<file path="src/rtl/palette_loader.sv">
// palette_loader: streams 8-bit R,G,B bytes from the ioctl download channel
// into the palette RAM write port, one strobe per assembled 24-bit colour.
//
// state   | meaning
// --------+-------------------------------------------------------------
// IDLE    | no palette download; waiting for act
// COLLECT | accepting bytes, assembling the current R,G,B triplet
// WRITE   | one-cycle palette RAM strobe; host held off with ioctl_wait
module palette_loader #(
  parameter logic [7:0] PAL_INDEX  = 8'h02,
  parameter int         NUM_COLORS = 64
) (
  input  logic        clk,
  input  logic        reset,
  input  logic        ioctl_download,
  input  logic [7:0]  ioctl_index,
  input  logic        ioctl_wr,
  input  logic [24:0] ioctl_addr,
  input  logic [7:0]  ioctl_dout,
  output logic        ioctl_wait,
  output logic        load_color,
  output logic [5:0]  load_color_index,
  output logic [23:0] load_color_data,
  output logic        busy,
  output logic        pal_valid,
  output logic        seq_err
);

  localparam logic [7:0] BYTE_LIMIT = 8'(3 * NUM_COLORS);
  localparam logic [6:0] COLOR_MAX  = 7'(NUM_COLORS);

  typedef enum logic [1:0] {
    IDLE    = 2'd0,
    COLLECT = 2'd1,
    WRITE   = 2'd2
  } state_t;

  state_t      state, state_nxt;
  logic        act;
  logic [7:0]  byte_cnt;
  logic [6:0]  color_cnt;
  logic [1:0]  phase;
  logic [7:0]  r_q, g_q;
  logic        start_dl;
  logic        end_dl;
  logic        take_byte;
  logic        drop_byte;

  assign act = ioctl_download && (ioctl_index == PAL_INDEX);

  // State register.
  always_ff @(posedge clk) begin
    if (reset) state <= IDLE;
    else       state <= state_nxt;
  end

  // Next-state decode and the strobes/controls derived from the current state.
  always_comb begin
    state_nxt  = state;
    load_color = 1'b0;
    ioctl_wait = 1'b0;
    start_dl   = 1'b0;
    end_dl     = 1'b0;
    take_byte  = 1'b0;
    drop_byte  = 1'b0;
    case (state)
      IDLE: begin
        if (act) begin
          start_dl  = 1'b1;
          state_nxt = COLLECT;
        end
      end
      COLLECT: begin
        if (!act) begin
          end_dl    = 1'b1;
          state_nxt = IDLE;
        end else if (ioctl_wr && (byte_cnt < BYTE_LIMIT)) begin
          // Bytes past the 64-entry limit (extended .pal files) fall through silently.
          take_byte = 1'b1;
          if (phase == 2'd2) state_nxt = WRITE;
        end
      end
      WRITE: begin
        load_color = 1'b1;
        ioctl_wait = 1'b1;
        drop_byte  = ioctl_wr;
        // A falling act is handled from COLLECT next cycle so the commit finishes first.
        state_nxt  = COLLECT;
      end
      default: state_nxt = IDLE;
    endcase
  end

  // Byte assembly, counters and status flags.
  always_ff @(posedge clk) begin
    if (reset) begin
      byte_cnt         <= 8'd0;
      color_cnt        <= 7'd0;
      phase            <= 2'd0;
      r_q              <= 8'd0;
      g_q              <= 8'd0;
      load_color_index <= 6'd0;
      load_color_data  <= 24'h000000;
      busy             <= 1'b0;
      pal_valid        <= 1'b0;
      seq_err          <= 1'b0;
    end else begin
      if (start_dl) begin
        byte_cnt  <= 8'd0;
        color_cnt <= 7'd0;
        phase     <= 2'd0;
        seq_err   <= 1'b0;
        pal_valid <= 1'b0;
        busy      <= 1'b1;
      end
      if (end_dl) begin
        // A trailing partial triplet is simply never committed.
        busy      <= 1'b0;
        pal_valid <= (color_cnt == COLOR_MAX);
      end
      if (take_byte) begin
        byte_cnt <= byte_cnt + 8'd1;
        // Out-of-order addresses are flagged but the byte is still used in arrival order.
        if (ioctl_addr != {17'd0, byte_cnt}) seq_err <= 1'b1;
        case (phase)
          2'd0: r_q <= ioctl_dout;
          2'd1: g_q <= ioctl_dout;
          default: begin
            load_color_data  <= {r_q, g_q, ioctl_dout};
            load_color_index <= color_cnt[5:0];
          end
        endcase
        phase <= (phase == 2'd2) ? 2'd0 : phase + 2'd1;
      end
      if (drop_byte) seq_err <= 1'b1;
      if ((state == WRITE) && (color_cnt != COLOR_MAX)) color_cnt <= color_cnt + 7'd1;
    end
  end

endmodule

</file>
<file path="config.mk">
export PLATFORM = sky130hd
export DESIGN_NAME = palette_loader
export DESIGN_NICKNAME = d
export VERILOG_FILES = /design/src/rtl/palette_loader.sv
export SDC_FILE = /design/constraint.sdc
export NUM_CORES = 1
export LEC_CHECK = 0
export CELL_PAD_IN_SITES_DETAIL_PLACEMENT = 2
export CELL_PAD_IN_SITES_GLOBAL_PLACEMENT = 2
export CORE_MARGIN = 2
export CORE_UTILIZATION = 25
export CTS_CLUSTER_SIZE = 30
export DETAILED_ROUTE_END_ITERATION = 12
export PLACE_DENSITY = 0.83
export SLEW_MARGIN = 20
export SYNTH_ARGS = -nofsm -noshare
export SYNTH_HDL_FRONTEND = slang
export SYNTH_SLANG_ARGS = --single-unit
</file>
<file path="constraint.sdc">
create_clock -name clk -period 2 [get_ports clk]
set_clock_uncertainty 0.15 [all_clocks]
set_input_delay 0.6 -clock clk [delete_from_list [all_inputs] [get_ports clk]]
set_output_delay 0.6 -clock clk [all_outputs]
set_load 0.05 [all_outputs]
</file>
* Word level (Yosys, flattened, before mapping)
Index checks and enable logic that the tools add are counted.
Storage, ports and cells: input port bits 45, flip-flop bits (word level) 68
Operators by class: bitwise operators 1, add/sub/neg operators 3, magnitude comparators 1, multiplexer cells 27, reduce and logical (&&, ||, !) cells 14, eq/ne operators 11
Operators by type and width (count):
- $ne 25x8->1 | 1
- $mux 8 | 2
- $mux 1 | 15
- $mux 2 | 7
- $mux 7 | 2
- $add 8x1->8 const B | 1
- $eq 8x2->1 const B | 1
- $lt 8x8->1 const B | 1
- $add 7x1->7 const B | 1
- $eq 7x7->1 const B | 1
- $ne 7x7->1 const B | 1
- $ne 3x3->1 const B | 2
- $pmux 2 s3 | 1
- $reduce_and 2->1 | 3
- $reduce_bool 2->1 | 3
- $eq 2x1->1 const B | 2
- $eq 2x2->1 const B | 2
- $logic_not 2->1 | 2
- $reduce_or 2->1 | 2
- $logic_and 1x1->1 | 3
- $reduce_and 3->1 | 1
- $add 2x1->2 const B | 1
- $ne 2x2->1 const B | 1
- $not 1->1 | 1

* Depth between registers and ports, before layout
Gate-level depths: netlist of run 1.
depth after elaboration 8, gate-level depth with buffers 8

* Worst setup path before layout of run 1
No wires, ideal clock.
kind register -> output, start point register state[1], end point output load_color, arrival time 1.638 ns, setup slack -0.388 ns, data required time 1.250 ns, buffers on the path 2, stages on the path, launching flop included 4, cells stage by stage dfxtp_1 > buf_6 > nor2b_1 > buf_4
Between the ends: cells in the longest elaborated chain, start to end 2
RTL lines:
- start, declared | RTL line 38 | state_t state, state_nxt;
- start signal, assigned | RTL line 54 | else state <= state_nxt;
- $eq 2x2->1
- $mux 1
- end, declared | RTL line 21 | output logic load_color,
Every way passes these cells.

* Worst setup path in the final report of run 1
start point input ioctl_wr, end point register r_q[4]
Between the ends: cells in the longest elaborated chain, start to end 5
RTL lines:
- start, declared | RTL line 17 | input logic ioctl_wr,
- $logic_and 1x1->1 | RTL line 77 | end else if (ioctl_wr && (byte_cnt < BYTE_LIMIT)) begin
- $mux 1 | RTL line 77
- $mux 1 | RTL line 74 | if (!act) begin
- $mux 1 | RTL line 66 | case (state)
- $reduce_and 2->1 (no line)
- end signal, assigned | RTL line 126 | 2'd0: r_q <= ioctl_dout;
- end, declared | RTL line 43 | logic [7:0] r_q, g_q;
Every way passes these cells. A chain may end at the register's enable or synchronous reset.

==> metrics.md, run 1 <==
| Metric | Value |
|---|---|
| Outcome | complete, but fails checks |
| Failing checks | setup timing |
| Leakage | 0.001842 µW |
| Mapped Cells | 336 |
| Most common cell after layout, fill and taps aside | nand2_1 |
| Drt first pass iters | 4 |
| Post-synth net total | 384 |
| Number of buffers added on ports | 79 |
| Fin crit period | 2.001 ns |
| Register area share after synthesis | 0.4672 |
| Initial antenna violation count | 0 |
| Synth Register Bits | 68 |
| Clock Latency Late Sink | 0.34 ns |
| DRC | 0 |
| Clock tree buffer depth | 2 |
| Synth unique cells | 45 |
| Compound-Gate Fraction of Synth Area | 0.1559 |
| 1st-iter DRT viols | 125 |
| Syn avg cell area | 8.673 µm² |
| Main combinational cell family by area after synthesis | simple AND/OR/NAND/NOR gates |
| Pwr Density | 670.7 nW/µm² |
| Final WS setup | -0.0006835 ns |
| Max Cap Viol | 0 |
| RSZ-0062 raised after global routing | yes |
| Wire per inst | 22.41 µm |
| Clock-pin transition on the worst setup and hold timing paths | 0.06 ns |
| Hold WC Path Type | register to register |
| Share of cells above drive strength 1 | 0.2937 |
| Cell area after synthesis | 2914 µm² |
| FMAX | 0.4998 GHz |
| Worst setup SP type | input pin |
| Setup violations, final | 1 |
| Gr usage total | 0.2135 |
| Crit path DAT | 2.06 ns |
| Fillers | 1219 |
| First-pass GRT wire length | 20580 µm |
| CTS H-Tree Depth | 3 |
| FP Rows | 39 |
| Post-Synth Simple-Gate Area | 0.2353 |
| Largest net degree at the start of global routing | 63 |
| Core Area | 11420 µm² |
| Design Area, Final | 4711 µm² |
| Setup CP Type | input pin to register |
| Pwr Total | 3159 µW |
| Placed inst area | 4088 µm² |
| CTS tree | done |
| Vias after detailed routing | 2958 |
| YS warnings | 0 |
| Top fanout value on the critical path | 8 |
| FF/Latch Area | 1365 µm² |
| Fin crit share | 1.000 |
| Num ports | 80 |
| P&R area growth vs syn | 61.66% |
| Routed wire length | 13200 µm |
| Die area | 12540 µm² |
| Root Buffer | clkbuf_16 |
| Routed Antenna Nets | 0 |
| Vias per cell | 5.022 |
| Post-synthesis adder-cell area fraction | 0.01288 |
| Post-synthesis mux area share | 0.05496 |
| Slew @ Worst Pin | 0.4203 ns |
| Worst vdd ir | 0.3374 mV |
| Die H | 112.0 µm |
| Post-synthesis xor/xnor area fraction | 0.02404 |
| Num CTS Buffers | 9 |
| Most frequent cells in the layout | nand2_1, dfxtp_1, buf_4 |
| Final hold viol count | 0 |
| Die width | 112.0 µm |
| Final #Nets | 489 |
| Final Wtd Congestion | 0.7666 |
| Footprint of the multi-input gates | 1555 µm² |
| Pins Over Slew Limit | 0 |
| Overflow after GRT | 0 |
| DP Wirelength | 6814 µm |
| Number of global-route vias before repair | 3471 |
| Worst slew margin | 0.7194 |
| # clock sinks | 68 |
| Data required, critical path | 2.06 ns |
| Starting Density | 0.2552 |
| Crit end category | register |
| Diodes inserted | 0 |
==> Yosys cell counts, drive strengths merged <==
cell type / number / share of area
a31o: 1 / 0.0030
o21ai: 10 / 0.017
a31oi: 1 / 0.0021
and3: 7 / 0.017
o31ai: 3 / 0.0077
nor4b: 2 / 0.013
nor3b: 2 / 0.0052
clkbuf: 9 / 0.012
xnor2: 3 / 0.0090
nand4b: 3 / 0.0090
o22ai: 1 / 0.0021
inv: 5 / 0.0064
nor2: 22 / 0.028
a41oi: 3 / 0.0090
a21oi: 42 / 0.072
a211oi: 2 / 0.0069
dfxtp: 68 / 0.47
buf: 12 / 0.032
nor4: 5 / 0.011
o21a: 1 / 0.0026
a22o: 1 / 0.0030
nor3: 4 / 0.0069
nor2b: 2 / 0.0043
nand4: 5 / 0.011
ha: 3 / 0.013
a21boi: 1 / 0.0064
xor2: 5 / 0.015
o21bai: 1 / 0.0026
nand2b: 6 / 0.013
and4: 1 / 0.0030
o41ai: 1 / 0.0030
nand2: 74 / 0.095
and4b: 1 / 0.0034
o32ai: 1 / 0.0030
or4: 1 / 0.0026
and2: 2 / 0.0043
nand3: 4 / 0.0086
a311oi: 5 / 0.015
mux2i: 16 / 0.055
==> stage by stage <==
step	worst slack [ns]	hold slack [ns]	utilization	TNS (ns)	std cells
5_1_grt	-0.03735	0.3405	0.4126	-0.2658	589
6_report	-0.0006835	0.3096	0.4126	-0.0006835	589
2_1_floorplan	0.03301	0.2860	-	0	336
3_3_place_gp	-0.5361	0.2937	0.3580	-32.27	559
3_5_place_dp	-0.5962	0.3030	0.3580	-35.07	559
4_1_cts	0.006160	0.3092	0.4062	0	588
==> worst paths after layout <==
path              slack [ns]                              end                       startpoint  cells after the start
setup / recovery     -0.0007              r_q[4]$_SDFFE_PP0P_                         ioctl_wr                      9
hold / removal          0.31  load_color_data[6]$_SDFFE_PP0P_  load_color_data[6]$_SDFFE_PP0P_                      2
setup reg to reg        0.01              r_q[4]$_SDFFE_PP0P_            state[1]$_SDFFE_PP0P_                      8
hold reg to reg         0.31  load_color_data[6]$_SDFFE_PP0P_  load_color_data[6]$_SDFFE_PP0P_                      2
==> routing by layer <==
metal / routed length (µm) / global-route usage
met3: 333 / 0.03702
met4: 265 / 0.08130
met5: 0 / 0
met1: 5457 / 0.2533
met2: 7145 / 0.3842
==> where the power goes <==
part | internal [µW] | switching [µW] | leakage [µW]
logic | 92.3 | 72.2 | 0.00115
clock network | 967 | 674 | 0.000139
registers | 1350 | 0.151 | 0.000549
==> registers in the layout, indices dropped and copies added, names as in the netlist <==
signal / cells
load_color_data: 24
byte_cnt: 8
g_q: 8
r_q: 8
color_cnt: 7
load_color_index: 6
phase: 2
state: 2
busy: 1
pal_valid: 1
seq_err: 1
==> repair_timing <==
item,in CTS,in global routing
cloned,3,0
gates resized for setup,43,35
hold buffers,0,0
pin swaps,29,10
buffers inserted,11,1
setup endpoints to repair,69,54
==> worst max-delay path: stages <==
cell and delay [ns]:
clkdlybuf4s15_1 0.22, a21boi_4 0.20, and4_4 0.25, buf_6 0.12, buf_4 0.11, nand3_2 0.09
buf_12 0.18, mux2i_1 0.20, nor2_1 0.08
==> kinds of logic (layout without fill, tap and decap cells) <==
family | Yosys count | count (layout)
adders and majority gates | 3 | 3
muxes | 16 | 16
and+or+nand+nor | 141 | 141
buffers and inverters | 26 | 136
DFF | 68 | 68
AOI/OAI and AO/OA | 74 | 74
xor gates and xnor gates | 8 | 8
==> area by class of cell <==
cell class              instances  area share
multi-input cells             242      0.3301
flip-flops and latches         68      0.2898
repair buffers                115      0.2760
clock buffers                  10     0.04861
well taps                     143     0.03798
clock inverters                 6     0.01355
inverters                       5    0.003984
Power figures use the tool's default switching activity.
==> run 2, diff against run 1 <==
--- a/config.mk
+++ b/config.mk
@@ -5,13 +5,15 @@
 export SDC_FILE = /design/constraint.sdc
 export NUM_CORES = 1
 export LEC_CHECK = 0
+export ABC_AREA = 0
 export CELL_PAD_IN_SITES_DETAIL_PLACEMENT = 2
 export CELL_PAD_IN_SITES_GLOBAL_PLACEMENT = 2
 export CORE_MARGIN = 2
-export CORE_UTILIZATION = 25
+export CORE_UTILIZATION = 28
+export CTS_CLUSTER_DIAMETER = 200
 export CTS_CLUSTER_SIZE = 30
 export DETAILED_ROUTE_END_ITERATION = 12
-export PLACE_DENSITY = 0.83
+export PLACE_DENSITY = 0.88
 export SLEW_MARGIN = 20
 export SYNTH_ARGS = -nofsm -noshare
 export SYNTH_HDL_FRONTEND = slang
==> constraint.sdc (replaced) <==
create_clock -name clk -period 2.3 [get_ports clk]
set_clock_uncertainty 0.15 [all_clocks]
set_input_delay 0.69 -clock clk [delete_from_list [all_inputs] [get_ports clk]]
set_output_delay 0.69 -clock clk [all_outputs]
set_load 0.05 [all_outputs]
==> run 2 against run 1 <==
Compared with the run above: the run now ends clean; clock-buffer cell count shrank 1; first-iteration DRC count shrank 45%; register-to-register slack gained 0.41 ns; routed wire length shrank 22%; via count shrank 4.3%; final area shrank 13%; clock power shrank 39%; combinational power shrank 18%; global-route usage shrank 2.6 points; die area shrank 10%; worst setup slack gained 0.030 ns; largest power group is now sequential cells; highest routed layer unchanged.
==> metrics.md, run 2 (synthesized netlist as in run 1, its figures left out) <==
| Metric | Value |
|---|---|
| Data required, critical path | 2.36 ns |
| WP buf/inv | 2 |
| Worst-path cell chain | clkdlybuf4s50_1 > nor4b_2 > and4_4 > buf_4 > nand3_4 > mux2i_1 > nor2_1 |
| Clock Latency Late Sink | 0.34 ns |
| Share of cells above drive strength 1 | 0.2056 |
| Final #Nets | 471 |
| Overflow after GRT | 0 |
| FP Rows | 37 |
| Top reg by flops | load_color_data |
| DP Wirelength | 6980 µm |
| CP max-delay cell | clkdlybuf4s50_1 |
| Leakage | 0.001627 µW |
| Hold Startpoint | load_color_data[1]$_SDFFE_PP0P_ |
| First-pass GRT wire length | 16730 µm |
| Crit path DAT | 2.33 ns |
| P&R area growth vs syn | 40.88% |
| Die width | 106.0 µm |
| CP max stage delay | 0.47 ns |
| Setup slack, reg-to-reg | 0.42 ns |
| Gr usage total | 0.1872 |
| CTS H-Tree Depth | 3 |
| Die area | 11240 µm² |
| R2r worst-path depth | 5 |
| Most common cell after layout, fill and taps aside | nand2_1 |
| Crit end category | register |
| # clock sinks | 68 |
| Clock-pin transition on the worst setup and hold timing paths | 0.08 ns |
| Footprint of the multi-input gates | 1459 µm² |
| Num CTS Buffers | 9 |
| Starting Density | 0.2848 |
| Slew @ Worst Pin | 0.4097 ns |
| Outcome | finished clean |
| CP top delay family | simple AND/OR/NAND/NOR gates |
| Post-CTS setup buffer count | 0 |
| Fin crit share | 0.9875 |
| Setup CP Type | input pin to register |
| Routed wire length | 10350 µm |
| Diodes inserted | 0 |
| Vias after detailed routing | 2832 |
| 1st-iter DRT viols | 69 |
| Fin crit period | 2.271 ns |
| WP depth | 7 |
| Worst setup SP type | input pin |
| Number of buffers added on ports | 79 |
| Final Wtd Congestion | 0.7200 |
| Die H | 106.0 µm |
| Final hold viol count | 0 |
| Number of global-route vias before repair | 3182 |
| Core Area | 10230 µm² |
| Routed Antenna Nets | 0 |
| Worst vdd ir | 0.2764 mV |
| Fillers | 1154 |
| CTS tree | done |
| Non-filler cells, final | 564 |
| Largest net degree at the start of global routing | 41 |
| Hold path depth | 2 |
| Cells after DPL | 548 |
| Wire per inst | 18.36 µm |
| Vias per cell | 5.021 |
| RR Startpoint | state[0]$_SDFFE_PP0P_ |
| Worst hold slack | 0.3109 ns |
| DRC | 0 |
| Top fanout value on the critical path | 8 |
| Pins Over Slew Limit | 0 |
| Drt first pass iters | 4 |
| R2r endpoint | phase[1]$_SDFFE_PP0P_ |
| Hold WC Path Type | register to register |
| Setup violations, final | 0 |
| Worst slew margin | 0.7269 |
| Root Buffer | clkbuf_8 |
| FF/Latch Area | 1363 µm² |
| Clock tree buffer depth | 2 |
| Initial antenna violation count | 0 |
| FMAX | 0.4403 GHz |
| Most frequent cells in the layout | nand2_1, dfxtp_1, buf_4 |
| Largest register FFs | 24 |
| Max Cap Viol | 0 |
| Num ports | 80 |
| Pwr Density | 563.9 nW/µm² |
| Worst hold endpoint | load_color_data[1]$_SDFFE_PP0P_ |
==> run 2: where the power goes <==
group | switching (µW) | internal (µW) | leakage (µW)
Clock | 498 | 507 | 0.000104
Combinational | 53.8 | 80.4 | 0.000976
Sequential | 0.0519 | 1180 | 0.000548
==> run 2: area by class of cell <==
cell class / count / share of cell area
Timing Repair Buffer: 97 / 0.2182
Inverter: 5 / 0.004572
Multi-Input combinational cell: 242 / 0.3554
Clock buffer: 9 / 0.03017
Tap cell: 136 / 0.04145
Sequential cell: 68 / 0.3319
Clock inverter: 7 / 0.01829
==> run 2: worst register-to-register path, stage by stage, from the launching register on <==
cell and delay (ns):
dfxtp_1 0.40, buf_4 0.25, nand2b_1 0.17, inv_1 0.21, nand4b_1 0.29, o31ai_1 0.32
==> run 2: worst max-delay path by stage <==
stage,endpoint,from,slack (ns)
global route,r_q[6]$_SDFFE_PP0P_,ioctl_index[2],-0.06
floorplan,load_color,state[1]$_SDFFE_PP0P_,0.17
finish,r_q[6]$_SDFFE_PP0P_,ioctl_index[0],0.03
CTS,byte_cnt[2]$_SDFFE_PP0P_,ioctl_index[0],0.02
global placement,r_q[1]$_SDFFE_PP0P_,ioctl_index[4],-0.40
detailed placement,r_q[5]$_SDFFE_PP0P_,ioctl_index[4],-0.52
==> run 2: what timing repair did <==
action	in CTS	in global routing
pin swaps	2	5
endpoints found under the setup margin	48	17
resized for setup	10	10
hold buffers	0	0
gates cloned	0	0
==> run 2: per-stage QoR <==
stage / setup slack (ns) / setup TNS (ns) / instance area (µm²) / utilization / total power (µW)
after floorplan: 0.1708 / 0 / 2917 / - / 1237
after global placement: -0.4039 / -18.47 / 3844 / 0.3757 / 1333
after detailed placement: -0.5174 / -23.49 / 3844 / 0.3757 / 1337
after CTS: 0.01518 / 0 / 4068 / 0.3976 / 2338
after global routing: -0.05856 / -0.3583 / 4105 / 0.4012 / 2417
final: 0.02885 / 0 / 4105 / 0.4012 / 2315
==> run 2: routing by layer <==
| layer | wire (µm) | vias up | GRT usage |
|---|---|---|---|
| met1 | 4463 | 1425 | 0.2202 |
| met5 | 0 | - | 0 |
| li1 | - | 1350 | - |
| met4 | 135 | 0 | 0.05921 |
| met2 | 5516 | 46 | 0.3465 |
| met3 | 239 | 11 | 0.02943 |
==> run 3, diff against run 2 <==
--- a/config.mk
+++ b/config.mk
@@ -9,12 +9,11 @@
 export CELL_PAD_IN_SITES_DETAIL_PLACEMENT = 2
 export CELL_PAD_IN_SITES_GLOBAL_PLACEMENT = 2
 export CORE_MARGIN = 2
-export CORE_UTILIZATION = 28
+export CORE_UTILIZATION = 25
 export CTS_CLUSTER_DIAMETER = 200
 export CTS_CLUSTER_SIZE = 30
 export DETAILED_ROUTE_END_ITERATION = 12
-export PLACE_DENSITY = 0.88
-export SLEW_MARGIN = 20
+export PLACE_DENSITY = 0.83
 export SYNTH_ARGS = -nofsm -noshare
 export SYNTH_HDL_FRONTEND = slang
 export SYNTH_SLANG_ARGS = --single-unit
==> constraint.sdc (replaced) <==
create_clock -name clk -period 1.9 [get_ports clk]
set_clock_uncertainty 0.15 [all_clocks]
set_input_delay 0.57 -clock clk [delete_from_list [all_inputs] [get_ports clk]]
set_output_delay 0.57 -clock clk [all_outputs]
set_load 0.05 [all_outputs]
==> run 3 against run 2 <==
Compared with the run above: the flow now finishes with violations (setup timing); highest routed layer unchanged; combinational power grew 28%; sequential power grew 20%; global-route usage shrank 0.40 points; sequential cell count is the same; clock power grew 73%; largest cell class unchanged; clock-buffer cell count is the same; via count grew 6.5%; utilization grew 2.9 points; non-clock buffer count grew 19; first-iteration DRC count grew 68%.
==> metrics.md, run 3 (synthesized netlist as in run 1, its figures left out) <==
| Metric | Value |
|---|---|
| Outcome | complete, but fails checks |
| Failing checks | setup timing |
| Fillers | 1193 |
| Pre-CTS setup slack | -0.8678 ns |
| Clock-pin transition on the worst setup and hold timing paths | 0.06 ns |
| Share of cells above drive strength 1 | 0.3132 |
| Routed wire length | 13390 µm |
| Vias per cell | 5.114 |
| Clock tree buffer depth | 2 |
| Non-filler cells, final | 590 |
| Data required, critical path | 1.97 ns |
| Most common cell after layout, fill and taps aside | nand2_1 |
| Worst vdd ir | 0.5044 mV |
| Root Buffer | clkbuf_16 |
| First-pass GRT wire length | 18080 µm |
| Footprint of the multi-input gates | 1563 µm² |
| Setup CP Type | input pin to register |
| Core Area | 11420 µm² |
| DRC | 0 |
| Clock Latency Late Sink | 0.34 ns |
| Hold Buf Count CTS | 0 |
| Cells after DPL | 561 |
| Final Wtd Congestion | 0.8003 |
| FMAX | 0.4981 GHz |
| FP Rows | 39 |
| Final WS setup | -0.1077 ns |
| Pins Over Slew Limit | 0 |
| Placed inst area | 4315 µm² |
| Top fanout value on the critical path | 8 |
| Wire per inst | 22.69 µm |
| 1st-iter DRT viols | 116 |
| Num CTS Buffers | 9 |
| Pwr Total | 3330 µW |
| FF/Latch Area | 1368 µm² |
| Drt first pass iters | 4 |
| Setup violations, final | 24 |
| Die H | 112.0 µm |
| Largest net degree at the start of global routing | 35 |
| Final hold viol count | 0 |
| Number of buffers added on ports | 79 |
| Design Area, Final | 4917 µm² |
| Slew @ Worst Pin | 0.4487 ns |
| Num ports | 80 |
| Fin crit period | 2.008 ns |
| Most frequent cells in the layout | nand2_1, dfxtp_1, buf_12 |
| Starting Density | 0.2552 |
| P&R area growth vs syn | 68.74% |
| Final #Nets | 490 |
| DP Wirelength | 7308 µm |
| Die area | 12540 µm² |
| Number of global-route vias before repair | 3266 |
| Routed Antenna Nets | 0 |
| Diodes inserted | 0 |
| Worst setup SP type | input pin |
| Fin crit share | 1.057 |
| Pwr Density | 677.2 nW/µm² |
| # clock sinks | 68 |
| Gr usage total | 0.1833 |
| Post-layout util | 0.4306 |
| Initial antenna violation count | 0 |
| CTS tree | done |
| Die width | 112.0 µm |
| Max Cap Viol | 0 |
| Overflow after GRT | 0 |
| Crit path DAT | 2.07 ns |
| CTS H-Tree Depth | 3 |
| Leakage | 0.001904 µW |
| RSZ-0062 raised after global routing | yes |
| Hold WC Path Type | register to register |
| Worst slew margin | 0.6981 |
| Vias after detailed routing | 3017 |
| Largest register FFs | 24 |
| Crit end category | register |
| Top reg by flops | load_color_data |
[run 3: changes by cell type in the layout (fill, tap and decap cells not counted), moves of 9 or more]
cell | previous run | this run
clkbuf_16 | 0 | 11
buf_4 | 47 | 27
a21oi_2 | 1 | 16
buf_12 | 4 | 37
clkdlybuf4s50_1 | 38 | 29
a21oi_1 | 41 | 26
clkbuf_8 | 9 | 0
[run 3: routing by layer]
layer | wire length, µm | vias up | GRT usage
met1 | 5612 | 1553 | 0.2120
met2 | 7157 | 59 | 0.3434
li1 | - | 1382 | -
met5 | 0 | - | 0
met4 | 296 | 0 | 0.04878
met3 | 318 | 23 | 0.03647
[run 3: area by class of cell]
| type | count | area share |
|---|---|---|
| clock buffer | 9 | 0.04580 |
| clock inverter | 7 | 0.01527 |
| inverter | 5 | 0.003817 |
| multi-input combinational | 242 | 0.3178 |
| sequential | 68 | 0.2781 |
| tap | 143 | 0.03639 |
| timing repair buffer | 116 | 0.3028 |
[run 3: final timing paths]
check / endpoint / cells past startpoint / slack, ns / from
setup / recovery: g_q[3]$_SDFFE_PP0P_ / 7 / -0.11 / ioctl_index[7]
hold reg to reg: load_color_data[20]$_SDFFE_PP0P_ / 2 / 0.32 / r_q[4]$_SDFFE_PP0P_
setup reg to reg: g_q[3]$_SDFFE_PP0P_ / 6 / -0.02 / state[1]$_SDFFE_PP0P_
hold / removal: load_color_data[20]$_SDFFE_PP0P_ / 2 / 0.32 / r_q[4]$_SDFFE_PP0P_
[run 3: per-stage QoR]
step	hold WS, ns	TNS [ns]
6_report	0.3244	-0.8907
5_1_grt	0.3494	-3.121
4_1_cts	0.3230	-0.02329
3_5_place_dp	0.3066	-44.79
3_3_place_gp	0.2936	-36.78
2_1_floorplan	0.2860	-0.8516
[run 3: repair_timing]
| item | CTS | global route |
|---|---|---|
| cloned | 0 | 2 |
| endpoints found under the setup margin | 70 | 48 |
| hold endpoints to repair | 0 | 0 |
| pin swaps | 10 | 23 |
| gates resized for setup | 38 | 43 |
| buffers inserted | 8 | 3 |
[run 3: critical path, stage by stage]
cell      delay, ns
buf_8          0.10
nor4b_4        0.36
and4_4         0.35
nand4b_1       0.14
buf_6          0.20
mux2i_1        0.28
nor2_1         0.08
[run 3: power breakdown]
group / leakage, µW / switching [µW] / internal [µW]
Clock: 0.000150 / 711 / 1020
Sequential: 0.000549 / 0.164 / 1420
Combinational: 0.00121 / 76.8 / 95.4
Total: 0.00190 / 788 / 2540
